`src/rtl/pipe_addsub_pkg.sv`:
```
// rtl/pipe_addsub_pkg.sv - shared types and elaboration helpers for the pipelined adder/subtractor
package pipe_addsub_pkg;

  localparam int DEFAULT_WIDTH  = 32;
  localparam int DEFAULT_STAGES = 4;

  function automatic int slice_width(input int width, input int stages);
    return width / stages;
  endfunction

  function automatic bit split_ok(input int width, input int stages);
    return (stages >= 1) && (stages <= width) && ((width % stages) == 0);
  endfunction

  // Per-stage control record; data slices live alongside with stage-specific widths.
  typedef struct packed {
    logic valid;
    logic carry;
  } stage_ctl_t;

endpackage

```
`src/rtl/addsub_slice.sv`:
```
// rtl/addsub_slice.sv - combinational ripple-carry slice built from full-adder equations
module addsub_slice #(
  parameter int W = 8
) (
  input  logic [W-1:0] a,
  input  logic [W-1:0] b,
  input  logic         cin,
  output logic [W-1:0] sum,
  output logic         cout
);

  logic [W:0] c;

  always_comb begin
    c    = '0;
    sum  = '0;
    c[0] = cin;
    for (int i = 0; i < W; i++) begin
      sum[i]   = a[i] ^ b[i] ^ c[i];
      c[i + 1] = (a[i] & b[i]) | (c[i] & (a[i] ^ b[i]));
    end
  end

  assign cout = c[W];

endmodule

```
`src/rtl/pipe_addsub.sv`:
```
// rtl/pipe_addsub.sv - pipelined WIDTH-bit adder/subtractor with valid/ready handshake
module pipe_addsub
  import pipe_addsub_pkg::*;
#(
  parameter int WIDTH  = DEFAULT_WIDTH,
  parameter int STAGES = DEFAULT_STAGES
) (
  input  logic             clk,
  input  logic             rst_n,
  input  logic             in_valid,
  output logic             in_ready,
  input  logic [WIDTH-1:0] in_a,
  input  logic [WIDTH-1:0] in_b,
  input  logic             in_cin,
  input  logic             in_sub,
  output logic             out_valid,
  input  logic             out_ready,
  output logic [WIDTH-1:0] out_sum,
  output logic             out_cout,
  output logic             out_ovf,
  output logic             out_zero
);

  localparam int SLICE = slice_width(WIDTH, STAGES);

  if (!split_ok(WIDTH, STAGES)) begin : g_bad_split
    $error("pipe_addsub: WIDTH must be a non-zero multiple of STAGES");
  end

  logic             adv;
  logic [WIDTH-1:0] b_eff;
  logic             c0;

  // Subtraction is A + ~B + ~cin, so cout = 1 means no borrow.
  assign b_eff    = in_sub ? ~in_b : in_b;
  assign c0       = in_sub ? ~in_cin : in_cin;
  assign adv      = out_ready | ~out_valid;
  assign in_ready = adv;

  for (genvar k = 0; k < STAGES; k++) begin : g_stage
    localparam int LO   = k * SLICE;
    localparam int DONE = LO + SLICE;
    localparam int REM  = WIDTH - DONE;

    logic [SLICE-1:0] a_s;
    logic [SLICE-1:0] b_s;
    logic [SLICE-1:0] s_new;
    logic             c_s;
    logic             v_s;
    logic             c_new;
    logic [DONE-1:0]  sum_d;
    logic [DONE-1:0]  sum_q;
    stage_ctl_t       ctl_q;

    if (k == 0) begin : g_src
      assign a_s   = in_a[SLICE-1:0];
      assign b_s   = b_eff[SLICE-1:0];
      assign c_s   = c0;
      assign v_s   = in_valid & in_ready;
      assign sum_d = s_new;
    end else begin : g_src
      assign a_s   = g_stage[k-1].g_skew.a_q[SLICE-1:0];
      assign b_s   = g_stage[k-1].g_skew.b_q[SLICE-1:0];
      assign c_s   = g_stage[k-1].ctl_q.carry;
      assign v_s   = g_stage[k-1].ctl_q.valid;
      assign sum_d = {s_new, g_stage[k-1].sum_q};
    end

    addsub_slice #(
      .W(SLICE)
    ) u_slice (
      .a   (a_s),
      .b   (b_s),
      .cin (c_s),
      .sum (s_new),
      .cout(c_new)
    );

    always_ff @(posedge clk or negedge rst_n) begin
      if (!rst_n) begin
        ctl_q <= '0;
        sum_q <= '0;
      end else if (adv) begin
        ctl_q <= '{valid: v_s, carry: c_new};
        sum_q <= sum_d;
      end
    end

    // Operand bits not yet added ride along, shrinking by one slice per stage.
    if (REM > 0) begin : g_skew
      logic [REM-1:0] a_d;
      logic [REM-1:0] b_d;
      logic [REM-1:0] a_q;
      logic [REM-1:0] b_q;

      if (k == 0) begin : g_in
        assign a_d = in_a[WIDTH-1:SLICE];
        assign b_d = b_eff[WIDTH-1:SLICE];
      end else begin : g_in
        assign a_d = g_stage[k-1].g_skew.a_q[WIDTH-LO-1:SLICE];
        assign b_d = g_stage[k-1].g_skew.b_q[WIDTH-LO-1:SLICE];
      end

      always_ff @(posedge clk or negedge rst_n) begin
        if (!rst_n) begin
          a_q <= '0;
          b_q <= '0;
        end else if (adv) begin
          a_q <= a_d;
          b_q <= b_d;
        end
      end
    end

    if (k == STAGES - 1) begin : g_flags
      logic ovf_q;
      logic zero_q;

      always_ff @(posedge clk or negedge rst_n) begin
        if (!rst_n) begin
          ovf_q  <= 1'b0;
          zero_q <= 1'b0;
        end else if (adv) begin
          ovf_q  <= (a_s[SLICE-1] == b_s[SLICE-1]) & (s_new[SLICE-1] != a_s[SLICE-1]);
          zero_q <= ~|sum_d;
        end
      end
    end
  end

  assign out_valid = g_stage[STAGES-1].ctl_q.valid;
  assign out_sum   = g_stage[STAGES-1].sum_q;
  assign out_cout  = g_stage[STAGES-1].ctl_q.carry;
  assign out_ovf   = g_stage[STAGES-1].g_flags.ovf_q;
  assign out_zero  = g_stage[STAGES-1].g_flags.zero_q;

endmodule

```
`config.mk`:
```
export PLATFORM = sky130hd
export DESIGN_NAME = pipe_addsub
export DESIGN_NICKNAME = d
export VERILOG_FILES = /design/src/rtl/pipe_addsub_pkg.sv /design/src/rtl/addsub_slice.sv /design/src/rtl/pipe_addsub.sv
export SDC_FILE = /design/constraint.sdc
export NUM_CORES = 1
export LEC_CHECK = 0
export CORE_MARGIN = 4
export CORE_UTILIZATION = 55
export CTS_CLUSTER_DIAMETER = 40
export DETAILED_ROUTE_END_ITERATION = 12
export PLACE_DENSITY = 0.8
export SLEW_MARGIN = 20
export SYNTH_ARGS = -nofsm -noshare
export SYNTH_HDL_FRONTEND = slang
export SYNTH_HIERARCHICAL = 1
export SYNTH_SLANG_ARGS = --single-unit
```
`constraint.sdc`:
```
create_clock -name clk -period 4.4 [get_ports clk]
set_input_delay 0.66 -clock clk [delete_from_list [all_inputs] [get_ports clk]]
set_output_delay 0.66 -clock clk [all_outputs]
set_load 0.005 [all_outputs]
```
Yosys cells after proc, flatten, opt, wreduce, memory -nomap -nowiden:

Index checks and enable logic that the tools add are counted.

* logic and storage cells: 192
* bits of input ports: 70
* register bits: 186
* output and inout port bits: 37

* bitwise gates (word level): 166
* eq/ne operators: 2
* muxes and demuxes: 2
* reductions and logical operators: 2

Operators by type and width (count)
* $and 1x1->1: 66
* $xor 1x1->1: 64
* $or 1x1->1: 33
* $mux 32: 1
* $not 32->32: 1
* $reduce_or 32->1: 1
* $not 1->1: 2
* $eq 1x1->1: 1
* $logic_not 1->1: 1
* $mux 1: 1
* $ne 1x1->1: 1

Depth between registers and ports, before layout:

Gate-level depths: netlist (run 1).

* depth after elaboration: 19
* depth in mapped cells: 17
* mapped depth without buffers: 15

Hierarchy:

Netlist (run 1), hierarchy kept.

Modules (own cells, without submodules)
* pipe_addsub: cells an instance 809, instances 1, area an instance 7413.4 µm²
* addsub_slice: cells an instance 18, instances 4, area an instance 197.7 µm²

Least setup slack after synthesis (run 1):

No wires, ideal clock.

* path kind: input port to flip-flop
* from: in in_sub
* to: reg g_stage[0].sum_q[7]
* path slack: 54 ps
* library setup time: 65 ps
* cell stages on the path: 17
* arrival time: 4281 ps
* path through: buf_4 clkbuf_4 xor2_1 fa_1 inv_1 fa_1 inv_1 fa_1 fa_1 fa_1 fa_1 fa_1 inv_1 fa_1 inv_1 nand2_1 nand2_1

* cells in the longest elaborated chain, start to end: 17
* elaborated cells on any way between the ends: 32
* those cells by class: 2 x mux; 30 x bitwise

RTL lines
* from (decl): RTL line pipe_addsub.sv:15 `input logic in_sub,`
* $mux 32 (*): RTL line pipe_addsub.sv:35 `assign b_eff = in_sub ? ~in_b : in_b;`
* via b_eff[0]: RTL line pipe_addsub.sv:31 `logic [WIDTH-1:0] b_eff;`
* $xor 1x1->1: RTL line addsub_slice.sv:20 `c[i + 1] = (a[i] & b[i]) | (c[i] & (a[i] ^ b[i]));`
* $and 1x1->1: RTL line addsub_slice.sv:20
* $or 1x1->1 (*): RTL line addsub_slice.sv:20
* $and 1x1->1 (*): RTL line addsub_slice.sv:20
* $or 1x1->1 (*): RTL line addsub_slice.sv:20
* $and 1x1->1 (*): RTL line addsub_slice.sv:20
* [... 3 more ...]
* $and 1x1->1 (*): RTL line addsub_slice.sv:20
* $or 1x1->1 (*): RTL line addsub_slice.sv:20
* $and 1x1->1 (*): RTL line addsub_slice.sv:20
* $or 1x1->1 (*): RTL line addsub_slice.sv:20
* $and 1x1->1 (*): RTL line addsub_slice.sv:20
* $or 1x1->1 (*): RTL line addsub_slice.sv:20
* $xor 1x1->1 (*): RTL line addsub_slice.sv:19 `sum[i] = a[i] ^ b[i] ^ c[i];`
* via g_stage[0].s_new[7]: RTL line pipe_addsub.sv:47 `logic [SLICE-1:0] s_new;`
* to (signal assigned): RTL line pipe_addsub.sv:85 `sum_q <= sum_d;`
* to (decl): RTL line pipe_addsub.sv:52 `logic [DONE-1:0] sum_q;`

The timed path passes the listed nets; every way through them passes the cells marked *.
A chain may end at the register's enable or synchronous reset.

Final worst setup path (run 1):

* from: reg g_stage[2].g_skew.a_q[0]
* to: reg g_stage[3].g_flags.ovf_q (netlist: out_ovf)

* cells in the longest elaborated chain, start to end: 18
* elaborated cells on any way between the ends: 19
* those cells by class: 1 x eq/ne; 18 x bitwise

RTL lines
* from (decl): RTL line pipe_addsub.sv:93 `logic [REM-1:0] a_q;`
* from (signal assigned): RTL line pipe_addsub.sv:106 `a_q <= '0;`
* from (signal assigned): RTL line pipe_addsub.sv:109 `a_q <= a_d;`
* $xor 1x1->1: RTL line addsub_slice.sv:20
* $and 1x1->1: RTL line addsub_slice.sv:20
* $or 1x1->1 (*): RTL line addsub_slice.sv:20
* $and 1x1->1 (*): RTL line addsub_slice.sv:20
* $or 1x1->1 (*): RTL line addsub_slice.sv:20
* $and 1x1->1 (*): RTL line addsub_slice.sv:20
* $or 1x1->1 (*): RTL line addsub_slice.sv:20
* $and 1x1->1 (*): RTL line addsub_slice.sv:20
* [... 3 more ...]
* $and 1x1->1 (*): RTL line addsub_slice.sv:20
* $or 1x1->1 (*): RTL line addsub_slice.sv:20
* $and 1x1->1 (*): RTL line addsub_slice.sv:20
* $or 1x1->1 (*): RTL line addsub_slice.sv:20
* $xor 1x1->1 (*): RTL line addsub_slice.sv:19
* via g_stage[3].s_new[7]: RTL line pipe_addsub.sv:47
* $ne 1x1->1 (*): RTL line pipe_addsub.sv:124 `ovf_q <= (a_s[SLICE-1] == b_s[SLICE-1]) & (s_new[SLICE-1] != a_s[SLICE-1]);`
* $and 1x1->1 (*): RTL line pipe_addsub.sv:124
* to (signal assigned): RTL line pipe_addsub.sv:124
* to (decl): RTL line pipe_addsub.sv:116 `logic ovf_q;`

Marks and branches as above.

==> results of run 1 <==
Yosys cell counts (3+ instances only):
library cell  instances
xor2_1                9
inv_1                40
fa_1                 32
nand2_1             503
buf_2                16
xnor2_1              24
buf_4                11
nor4_1                8
o21ai_1              25
dfrtp_1             186
buf_6                12
clkbuf_4              3
sequential cells by signal, indices dropped and copies added, names as in the netlist:
| register | flops |
|---|---|
| g_stage.g_skew.b_q | 48 |
| out_ovf | 1 |
| g_stage.sum_q | 48 |
| g_stage.g_skew.a_q | 48 |
| out_sum | 32 |
| out_valid | 1 |
| g_stage.c_s | 3 |
| g_stage.v_s | 3 |
| out_cout | 1 |
| out_zero | 1 |
power breakdown:
part	leakage, nW	switching, mW	internal [mW]
logic	2.46	1.24	1.02
clock network	0.263	0.617	0.843
registers	2.26	0.487	2.47
total	4.98	2.35	4.33
metal layers:
layer | track usage | part of all wire
met4 | 0.0654 | 0.016
met5 | 0 | 0
met2 | 0.300 | 0.47
met3 | 0.0520 | 0.055
met1 | 0.283 | 0.46
layout make-up:
type	instances	area (um2)
flip-flops and latches	186	4650
fillers	1128	4780
clock inverters	11	125
multi-input cells	609	3050
repair buffers	114	1150
inverters	41	156
well taps	184	230
clock buffers	19	443
through the flow:
stage	TNS, ns	area (um2)	hold slack (ns)	worst slack, ns
after floorplan	0	8200	0.364	0.0541
after global placement	-0.0844	9220	0.441	-0.0844
after detailed placement	-0.178	9220	0.448	-0.178
after CTS	0	9780	0.429	0.237
after global routing	0	9810	0.120	0.00504
final	0	9810	0.125	0.246
logic make-up after synthesis:
logic type,count (synthesis),synth area share
DFF,186,0.567
xor gates and xnor gates,33,0.0352
buffers and inverters,86,0.0609
and+or+nand+nor,517,0.242
AOI/OAI and AO/OA,27,0.0168
adders and majority gates,32,0.0781
worst paths after layout:
check,to,slack [ns],cells after the start
max,out_ovf,0.25,15
min,g_stage[0].g_skew.a_q[3],0.12,1
max reg2reg,out_ovf,0.25,15
min reg2reg,g_stage[3].v_s,0.46,2
max in group asynchronous,g_stage[1].g_skew.b_q[15],3.52,2
min in group clk,g_stage[3].v_s,0.46,2
==> impl_metrics.ini, run 1 <==
[drt]
wl_mm = 15.4
firstDrtPassIters = 4
drtAntennaViolNets = 0
drt_iter0_drc = 401
drc = 0
wl_per_cell_um = 13.3
num_vias = 5584
viasPerCell = 4.80

[sta]
hold_viol_final = 0
fin_crit_sh = 0.944
tightestPinTransition_ns = 1.04
setup_viol = 0
finalCriticalPeriod_ns = 4.15
grt_setup_unrepaired = no
slew_viol_final = 0
fmax_ghz = 0.241
finalClockSkew_ns = 0.00682
max_slew_margin = 0.308

[logic_synthesis]
syn_inst = 881
syn_avg_cell_area_um2 = 9.31
synth_async_sr_flop_share = 1.00
synth_area_leaders = dfrtp_1 57%, nand2_1 23%, fa_1 7.8%
yosys.area.top_type_share = 0.567
synthFlopType = dfrtp_1
synth.distinct_cells = 22
synth_edf_count = 0
ys_seq_area_frac = 0.567
synth_top_area_cell = dfrtp_1
synth_fp_nets = 983
yosys_register_bits = 186
netlist_area_mm2 = 0.00820
ys_warn_count = 6

[grt]
antenna_found_initial = 0
grtUsageTotal = 0.198
grt_overflow = 0
grt_max_degree = 130
grt_pass1_vias = 5495
grt_pass1_wl_mm = 26.2

[worst_setup_path]
critPathBufInv = 4
startpoint_type = register
cpPeakStageDelay_ns = 0.42
worst_path_max_delay_cell = fa_1
crit_fanout = 4
arrival_ns = 4.43
setup.worst_path.end_class = register
cp_common_cell = fa_1
cp.required_ns = 4.68
worstSetupPathType = register to register
r2r-start = g_stage[2].g_skew.a_q[0]
startpoint = g_stage[2].g_skew.a_q[0]
crit_chain = fa_1 > inv_1 > fa_1 > inv_1 > fa_1 > fa_1 > fa_1 > fa_1 > fa_1 > inv_1 > fa_1 > inv_1 > and3b_1 > a21oi_1 > o21ai_1
cp_top_family = adder cells

[place]
hpwl_mm = 10.5
post-place-cells = 1133
portBuffers = 106
place.gp.congestion = 0.807

[die]
rows = 44
ios = 107
die_x_um = 130
die_y_um = 130
core-area_mm2 = 0.0146
dieArea_mm2 = 0.0169
start_util = 0.562

[power]
power_leakage_nw = 4.98
design_power_total_mw = 6.68
ir_worst_vdd_mv = 0.510
power_density_mw_per_mm2 = 680

[cts]
cts_tree = done
cts_resized = 0
insertion_delay_ns = 0.42
postCtsSetupRepairBufs = 0
cts.sinks = 186
cts.clk_slew.worst_paths_ns = 0.07
cts_root_buffer = clkbuf_16
clk_path_buf_depth = 2
cts_max_level = 4
cts_buffers = 17
cts_hold_buf = 0

[cells_and_area]
drive_above_1_share = 0.0418
num_antenna_cells = 0
nets = 1071
stdcell_count = 1164
final_common_cell = nand2_1
area_growth_pct = 19.6
fin_util = 0.673
most-common-layout-cells = 503 x nand2_1, 186 x dfrtp_1, 104 x clkdlybuf4s50_1, 40 x inv_1, 32 x fa_1

[status]
run_status = complete, no violations

[hold_path]
hold_class = primary input to async pin

[flow_run]
maxCapViolCount = 0
No activity file was read; power rests on OpenSTA's default activity.
==> inputs of run 2 (changes only) <==
--- a/config.mk
+++ b/config.mk
@@ -7,7 +7,7 @@
 export LEC_CHECK = 0
 export CORE_MARGIN = 4
 export CORE_UTILIZATION = 55
-export CTS_CLUSTER_DIAMETER = 40
+export CTS_CLUSTER_DIAMETER = 50
 export DETAILED_ROUTE_END_ITERATION = 12
 export PLACE_DENSITY = 0.8
 export SLEW_MARGIN = 20
==> results of run 2 <==
The final DEF is identical to that of run 1; final timing and power are the same.
